File: src/rtl/logic_unit.sv
// -----------------------------------------------------------------------------
// logic_unit
// Bitwise logic unit with a small in-order result buffer. Each accepted request
// computes one of eight bitwise operations on in0/in1 and queues the result and
// its all-zero flag. The consumer drains results in push order through a
// valid/ready handshake.
//
// Ports
//   clk        : clock, all state changes on the rising edge
//   reset      : synchronous active-high reset
//   in_valid   : request present on in0/in1/op
//   in_ready   : request accepted this cycle (buffer not full)
//   in0, in1   : operands A and B, WIDTH bits
//   op         : operation select (AND, OR, XOR, NOR, NAND, XNOR, ANDN, ORN)
//   out_valid  : out/zero hold a result (buffer not empty)
//   out_ready  : consumer takes the head result this cycle
//   out        : head result, WIDTH bits
//   zero       : head result is all zeros
//   count      : number of occupied buffer entries
// -----------------------------------------------------------------------------
module logic_unit #(
    parameter int unsigned WIDTH = 32,
    parameter int unsigned DEPTH = 2
) (
    input  logic                    clk,
    input  logic                    reset,
    input  logic                    in_valid,
    output logic                    in_ready,
    input  logic [WIDTH-1:0]        in0,
    input  logic [WIDTH-1:0]        in1,
    input  logic [2:0]              op,
    output logic                    out_valid,
    input  logic                    out_ready,
    output logic [WIDTH-1:0]        out,
    output logic                    zero,
    output logic [$clog2(DEPTH):0]  count
);

    localparam int unsigned PW = $clog2(DEPTH);
    localparam int unsigned CW = PW + 1;

    typedef enum logic [2:0] {
        OP_AND  = 3'b000,
        OP_OR   = 3'b001,
        OP_XOR  = 3'b010,
        OP_NOR  = 3'b011,
        OP_NAND = 3'b100,
        OP_XNOR = 3'b101,
        OP_ANDN = 3'b110,
        OP_ORN  = 3'b111
    } op_e;

    // Buffer storage: result plus its zero flag captured at push time
    logic [WIDTH-1:0] r_mem  [DEPTH];
    logic             r_zmem [DEPTH];

    logic [PW-1:0]    r_head;
    logic [PW-1:0]    r_tail;
    logic [CW-1:0]    r_count;
    logic             r_in_ready;
    logic             r_out_valid;
    logic [WIDTH-1:0] r_out;
    logic             r_zero;

    logic [WIDTH-1:0] w_res;
    logic             w_res_zero;
    logic             w_push;
    logic             w_pop;
    logic [PW-1:0]    w_head_nxt;
    logic [CW-1:0]    w_count_nxt;
    logic [WIDTH-1:0] w_head_data;
    logic             w_head_zero;

    // Bitwise operation datapath
    always_comb begin
        w_res = '0;
        case (op_e'(op))
            OP_AND:  w_res = in0 & in1;
            OP_OR:   w_res = in0 | in1;
            OP_XOR:  w_res = in0 ^ in1;
            OP_NOR:  w_res = ~(in0 | in1);
            OP_NAND: w_res = ~(in0 & in1);
            OP_XNOR: w_res = ~(in0 ^ in1);
            OP_ANDN: w_res = in0 & ~in1;
            OP_ORN:  w_res = in0 | ~in1;
            default: w_res = '0;
        endcase
    end

    assign w_res_zero = (w_res == '0);

    // Handshakes use only registered flags, so in_ready never sees out_ready
    assign w_push = in_valid & r_in_ready;
    assign w_pop  = r_out_valid & out_ready;

    // Next occupancy, next head pointer and the entry that will sit at the head
    always_comb begin
        w_count_nxt = r_count;
        if (w_push && !w_pop) begin
            w_count_nxt = r_count + CW'(1);
        end else if (!w_push && w_pop) begin
            w_count_nxt = r_count - CW'(1);
        end

        // DEPTH is a power of two, so PW-bit overflow is the modulo-DEPTH wrap
        w_head_nxt = w_pop ? (r_head + PW'(1)) : r_head;

        // With one entry left after a push, that entry is the one being pushed
        if (w_push && (w_count_nxt == CW'(1))) begin
            w_head_data = w_res;
            w_head_zero = w_res_zero;
        end else begin
            w_head_data = r_mem[w_head_nxt];
            w_head_zero = r_zmem[w_head_nxt];
        end
    end

    // Buffer state, pointers and registered handshake/output values
    always_ff @(posedge clk) begin
        if (reset) begin
            r_head      <= '0;
            r_tail      <= '0;
            r_count     <= '0;
            r_in_ready  <= 1'b1;
            r_out_valid <= 1'b0;
            r_out       <= '0;
            r_zero      <= 1'b1;
        end else begin
            if (w_push) begin
                r_mem[r_tail]  <= w_res;
                r_zmem[r_tail] <= w_res_zero;
                r_tail         <= r_tail + PW'(1);
            end
            r_head      <= w_head_nxt;
            r_count     <= w_count_nxt;
            r_in_ready  <= (w_count_nxt < CW'(DEPTH));
            r_out_valid <= (w_count_nxt != '0);
            // Output keeps its last value while the buffer is empty
            if (w_count_nxt != '0) begin
                r_out  <= w_head_data;
                r_zero <= w_head_zero;
            end
        end
    end

    assign in_ready  = r_in_ready;
    assign out_valid = r_out_valid;
    assign out       = r_out;
    assign zero      = r_zero;
    assign count     = r_count;

endmodule
File: config.mk
export PLATFORM = sky130hd
export DESIGN_NAME = logic_unit
export DESIGN_NICKNAME = d
export VERILOG_FILES = /design/src/rtl/logic_unit.sv
export SDC_FILE = /design/constraint.sdc
export NUM_CORES = 1
export LEC_CHECK = 0
export CAP_MARGIN = 40
export CORE_MARGIN = 1
export CORE_UTILIZATION = 50
export CTS_BUF_LIST = sky130_fd_sc_hd__clkbuf_16
export DETAILED_ROUTE_END_ITERATION = 8
export MAX_ROUTING_LAYER = met4
export PLACE_DENSITY = 0.8
export SLEW_MARGIN = 40
export SYNTH_ARGS = -nofsm -noshare
export SYNTH_HDL_FRONTEND = slang
export SYNTH_SLANG_ARGS = --single-unit
File: constraint.sdc
create_clock -name clk -period 10 [get_ports clk]
set_input_delay 1.5 -clock clk [delete_from_list [all_inputs] [get_ports clk]]
set_output_delay 1.5 -clock clk [all_outputs]
set_load 0.1 [all_outputs]
==> metrics.md, run 1 <==
| Metric | Value |
|---|---|
| Largest net degree at the start of global routing | 102 |
| Most common library cells after synthesis | 128 x ha_1, 101 x nand2_1, 79 x inv_1, 68 x a21oi_1, 66 x edfxtp_1 |
| Max Cap Viol | 0 |
| Setup TNS | 0 ps |
| Setup violations, final | 0 |
| Worst r2r dst | zero |
| Remaining global-route overflow | 0 |
| Hold Crit Start | out[19] |
| P per Cell Area | 236 nW/um^2 |
| Clk Tree Root Cell | clkbuf_16 |
| Synth Net Count | 1064 |
| Yosys warning count | 0 |
| Bufs and invs on worst path | 2 |
| RSZ-0062 raised after global routing | no |
| Initial antenna violation count | 0 |
| DIE WIDTH | 130 microns |
| CP Launch Type | input pin |
| Top FF cell, synth | edfxtp_1 |
| Diodes inserted | 0 |
| Reg-to-reg startpoint | in_ready |
| Max VDD drop | 264 uV |
| Slew at the pin with the worst max-slew slack | 892 ps |
| Async SR Flop Fraction | 0% |
| Yosys reg bits | 105 |
| Max-slew violations | 0 |
| Kind of critical path | in2reg |
| Slew headroom | 40.0% |
| Worst Hold Path EP | out[19] |
| CP max-delay cell | buf_6 |
| Routed WL per cell | 15.9 microns |
| Post-layout power | 2240 uW |
| # hold bufs at CTS | 0 |
| Worst setup EP type | flop |
| Num CTS Buffers | 9 |
| R2r setup slk | 7650 ps |
| Synth area leader | edfxtp_1 |
| EDFF count, synth | 66 |
| Endpoints failing hold | 0 |
| Req. time, crit path | 10150 ps |
| Leading cell type by number of instances after synthesis | ha_1 |
| Drt first pass iters | 5 |
| # nets final | 1137 |
| CTS H-tree depth | 3 |
| Reg2reg path depth | 8 |
| Clock slew at reported path FFs | 70 ps |
| Starting density of the core | 51.3% |
| Min Tclk post-route | 4310 ps |
| CP cell instances | buf_4, buf_6, mux2_1, mux4_2, or4_1, nor4_1, nand4_1, nor3_1 |
| Register area share after synthesis | 33.8% |
| Detail Route Antenna Nets | 0 |
| Number of remaining DRC errors | 0 |
| Crit share post-route | 43.1% |
| Status | finished, final reports clean |
| Die ar. | 16900 sq um |
| Post-DP HPWL | 13.3 mm |
| Cell Area, Synth | 8180 sq um |
| Buffers added on ports | 107 |
| Final clock skew | 6.91 ps |
| CTS tree | done |
| Initial DRC count | 508 |
| Hold Path Depth | 2 |
| Via count | 6472 |
| Syn_area_per_cell | 9.46 sq um |
| Vias in the first global route | 5948 |
| Post-CTS sizing | 0 |
| Max Fanout on Critical Path | 101 |
| WP data arrival | 4460 ps |
| Distinct cells, synth | 54 |
| CTS max path bufs | 2 |
| Routed wire length | 18.5 mm |
| Row count | 46 |
| Hold Path Class | reg2reg |
| CTS sink cnt | 105 |
| Crit-path max cell delay | 590 ps |
| Synth top area cells | edfxtp_1 24%, ha_1 20%, dfxtp_1 9.5% |
| Syn Inst Count | 865 |
| Top Family by Delay on Critical Path | simple AND/OR/NAND/NOR gates |
| Fmax | 232 MHz |
| Core Footprint | 15900 sq um |
| Gp weighted congestion | 0.852 |
| Worst-Skew Late Latency | 340 ps |
| First-pass GRT wire length | 29.7 mm |
| Via density | 5.58 |
| Chip Height | 130 microns |
| Layout area overhead | 15.8% |
| Lkg Pwr | 0.00424 uW |
| Total GRT Usage | 23.4% |
| Post-CTS Setup Bufs | 0 |
| Ports | 108 |
| Top-area cell type share of the netlist area | 24.2% |
| Layout cells sized above 1 | 10.6% |
==> cell type report <==
class	instances	area [sq um]
Clock buffer	9	225
Multi-Input combinational cell	624	4890
Sequential cell	105	2760
Fill cell	1367	6470
Inverter	79	297
Clock inverter	7	55.1
Timing Repair Buffer	119	970
Tap cell	216	270
==> sequential cells by signal, indices dropped and copies added (netlist names) <==
name       flops
count          2
out_valid      1
r_head         1
in_ready       1
zero           1
r_tail         1
r_zmem         2
out           32
r_mem         64
==> cell usage in the layout, fill, tap and decap left out, types with 3 or more instances in the layout <==
| master | instances |
|---|---|
| or3_1 | 5 |
| ha_1 | 128 |
| dfxtp_1 | 39 |
| or2_2 | 12 |
| o31ai_1 | 5 |
| a31oi_1 | 4 |
| a221oi_1 | 3 |
| o221ai_1 | 6 |
| o22ai_1 | 4 |
| nand3_1 | 5 |
| nor2b_1 | 17 |
| nand2_1 | 101 |
| o211ai_1 | 32 |
| nand2b_1 | 12 |
| edfxtp_1 | 66 |
| a21oi_1 | 67 |
| and2_1 | 9 |
| nor3_1 | 6 |
| mux2_2 | 10 |
| buf_2 | 38 |
| o21bai_1 | 3 |
| nor2_1 | 34 |
| a21boi_0 | 4 |
| mux2i_1 | 55 |
| clkbuf_16 | 9 |
| a211oi_1 | 24 |
| mux4_2 | 10 |
| o21ai_0 | 22 |
| buf_4 | 11 |
| clkdlybuf4s50_1 | 68 |
| inv_1 | 81 |
| xor2_1 | 3 |
| a32oi_1 | 10 |
==> through the flow <==
stage          utilization (%)  hold slack [ps]  cell area (sq um)  std cells  setup slack [ps]
2_1_floorplan                -              494               8180        865              5280
3_3_place_gp              58.8              442               9370       1142              5200
3_5_place_dp              57.6              445               9190       1142              5360
4_1_cts                   59.4              454               9470       1158              5710
5_1_grt                   59.4              471               9470       1159              5460
6_report                  59.4              451               9470       1159              5690
==> metal layers <==
metal	part of all wire (%)	global-route usage, %	up-vias
met4	1.6	7.11	0
met1	47	31.7	3041
met2	46	36.3	214
li1	-	-	3197
met5	0	-	-
met3	5.3	3.24	20
==> worst register-to-register path, delay by kind of cell, from the launching register on <==
family,cells,cell delay [ps]
AO/OA/AOI/OAI,3,660
AND/OR/NAND/NOR,3,600
buffers and inverters,1,370
flip-flops,1,350
XOR/XNOR,1,250
==> where the power goes <==
group	leakage, uW	total (uW)	internal, uW	switching, uW
clock network	0.000147	333	190	144
registers	0.000928	630	578	51.9
logic	0.00316	1270	297	977
total	0.00424	2240	1060	1170
==> worst max-delay path by stage <==
stage,start,endpoint,slack (ps),cells after the start
2_1_floorplan,in_valid,r_mem[1][0],5280,2
3_3_place_gp,op[0],r_zmem[0],5200,8
3_5_place_dp,op[0],r_zmem[0],5360,8
4_1_cts,op[0],r_zmem[0],5710,8
5_1_grt,op[0],r_zmem[0],5460,8
6_report,op[0],r_zmem[0],5690,8
==> cell families (layout without fill, tap and decap cells) <==
| kind of cell | count (synthesis) | in the layout | share of synthesized area [%] |
|---|---|---|---|
| muxes | 77 | 77 | 11.1 |
| DFF | 105 | 105 | 33.8 |
| adders and majority gates | 128 | 128 | 19.6 |
| buffers and inverters | 136 | 214 | 6.87 |
| xor gates and xnor gates | 6 | 6 | 0.642 |
| and+or+nand+nor | 214 | 214 | 12.2 |
| AOI/OAI and AO/OA | 199 | 199 | 15.8 |
No activity file was read; power rests on OpenSTA's default activity.
==> inputs of run 2 (changes only) <==
- clock period: 10 -> 4.2 ns (I/O delays scaled with it)
==> metrics.md, run 2 (synthesized netlist as in run 1, its figures left out) <==
| Metric | Value |
|---|---|
| Reg-to-reg startpoint | out_valid |
| Routed WL per cell | 15.8 microns (-1.1%) |
| CTS sink cnt | 105 (unchanged) |
| Largest register FFs | 64 (unchanged) |
| Commonest non-fill, non-tap cell in the layout | ha_1 |
| Detail Route Antenna Nets | 0 (unchanged) |
| Final core occ | 59.8% (+0.40 points) |
| CP cell instances | clkdlybuf4s50_1, inv_1, ha_1, mux2_1, mux4_2, or4_1, nor4_1, nand4_1, nor3_1 |
| Grt peak-use layer | met2 |
| Hold Path Class | reg2reg |
| Setup violations, final | 0 (unchanged) |
| Via density | 5.54 (-0.85%) |
| CTS max path bufs | 2 (unchanged) |
| Core Footprint | 15900 sq um (unchanged) |
| Sw Ratio | 52.1% (-0.30 points) |
| # hold bufs at CTS | 0 (unchanged) |
| Max Cap Viol | 0 (unchanged) |
| Worst setup EP type | flop |
| Post-CTS sizing | 0 (unchanged) |
| Max-slew violations | 0 (unchanged) |
| CP Launch Type | input pin |
| Most frequent cells in the layout | 128 x ha_1, 101 x nand2_1, 83 x inv_1, 68 x clkdlybuf4s50_1, 67 x a21oi_1 |
| Ports | 108 (unchanged) |
| Remaining global-route overflow | 0 (unchanged) |
| Largest net degree at the start of global routing | 74 (-27%) |
| Lkg Pwr | 0.00428 uW (+0.97%) |
| Crit share post-route | 76.1% |
| Max VDD drop | 578 uV (+120%) |
| Fmax | 313 MHz |
| Slew at the pin with the worst max-slew slack | 865 ps (-26.6 ps) |
| Comb pwr share | 56.9% (about the same) |
| WP data arrival | 3370 ps (-1090 ps) |
| Req. time, crit path | 4370 ps (-5780 ps) |
| CP max-delay cell | or4_1 |
| Layout area overhead | 16.5% |
| Setup TNS | 0 ps (unchanged) |
| Top Family by Delay on Critical Path | simple AND/OR/NAND/NOR gates |
| Final clock skew | 6.12 ps (-0.792 ps) |
| Vias in the first global route | 5954 (+0.10%) |
| Top reg by flops | r_mem |
| Met1 GRT Util | 31.5% (-0.18 points) |
| Die ar. | 16900 sq um (unchanged) |
| Number of remaining DRC errors | 0 (unchanged) |
| Reg power frac | 28.2% (about the same) |
| Via count | 6456 (-0.25%) |
| Clk Tree Root Cell | clkbuf_16 |
| Total GRT Usage | 23.2% (-0.13 points) |
| # nets final | 1144 (+0.62%) |
| Crit-path max cell delay | 550 ps (-40 ps) |
| Kind of critical path | in2reg |
| Clock power share | 14.9% (about the same) |
| Gp weighted congestion | 0.880 (+3.3%) |
| Drt first pass iters | 5 (unchanged) |
| Starting density of the core | 51.3% (unchanged) |
| Chip Height | 130 microns (unchanged) |
| Status | finished, final reports clean |
| Layout cells sized above 1 | 11.2% (+0.55 points) |
| Initial DRC count | 462 (-9.1%) |
| First-pass GRT wire length | 29.7 mm (-0.12%) |
| Critical Path Source | in0[28] |
| Buffers added on ports | 107 (unchanged) |
| Post-DP HPWL | 13.6 mm (+2.1%) |
| Post-CTS Setup Bufs | 0 (unchanged) |
| Slew headroom | 41.8% (+1.8 points) |
| Worst-Skew Late Latency | 350 ps (about the same) |
| Met2 usage in global routing | 36.8% (+0.53 points) |
| Net Sw Power | 2790 uW (+140%) |
| Clock slew at reported path FFs | 70 ps (about the same) |
| P per Cell Area | 561 nW/um^2 (+140%) |
| Internal | 2560 uW (+140%) |
| Endpoints failing hold | 0 (unchanged) |
| Routed wire length | 18.4 mm (-0.47%) |
| Diodes inserted | 0 (unchanged) |
| Max Fanout on Critical Path | 4 (-96%) |
| Row count | 46 (unchanged) |
| Worst hold margin | 452 ps (+0.552 ps) |
| CTS H-tree depth | 3 (unchanged) |
| R2r setup slk | 2000 ps (-5650 ps) |
| Grt met3 use | 2.58% (-0.66 points) |
| Bufs and invs on worst path | 2 (unchanged) |
| Min Tclk post-route | 3190 ps |
| Num CTS Buffers | 9 (unchanged) |
| RSZ-0062 raised after global routing | no |
| Initial antenna violation count | 0 (unchanged) |
| DIE WIDTH | 130 microns (unchanged) |
| Hold Crit Start | out[26] |
| # fillers | 1387 (+1.5%) |
| CTS tree | done |
| Post-layout power | 5350 uW (+140%) |
## run 2: metrics by stage
step	area (sq um)	std cells	setup WS, ps
after floorplan	8190	865	939
after global placement	9440	1150	724
after detailed placement	9250	1150	643
after CTS	9540	1166	1020
after global routing	9540	1166	833
final	9540	1166	1010
## run 2: path summary, 6_finish.rpt
| check | endpoint | cells after the start |
|---|---|---|
| max | r_zmem[1] | 9 |
| min | out[26] | 2 |
| max reg2reg | out[24] | 6 |
| min reg2reg | out[26] | 2 |
## run 2: tightest hold or removal path, stage by stage, from the launching register on
cell and delay [ps]:
dfxtp_1 310, nand2_1 50, a21oi_1 50
## run 2: metal layers
layer	part of all wire (%)	up-vias	routed length, microns
li1	-	3209	-
met1	47	3051	8730
met2	46	178	8470
met3	5.0	18	910
met4	1.5	0	269
met5	0	-	0
## run 2: power by group through the flow
| stage | Clock (uW) | Sequential (uW) | Combinational [uW] |
|---|---|---|---|
| detailed placement | 0 | 1530 | 3040 |
| finish | 798 | 1510 | 3040 |
| global placement | 0 | 1530 | 3170 |
| floorplan | 0 | 2800 | 1120 |
| CTS | 809 | 1510 | 3050 |
| global route | 850 | 1530 | 3240 |
## run 2: area by class of cell
class	instances	area [sq um]	area share (%)
multi-input cells	624	4900	51.4
flip-flops and latches	105	2760	29.0
repair buffers	126	1020	10.7
inverters	79	297	3.11
well taps	216	270	2.83
clock buffers	9	225	2.36
clock inverters	7	57.6	0.604
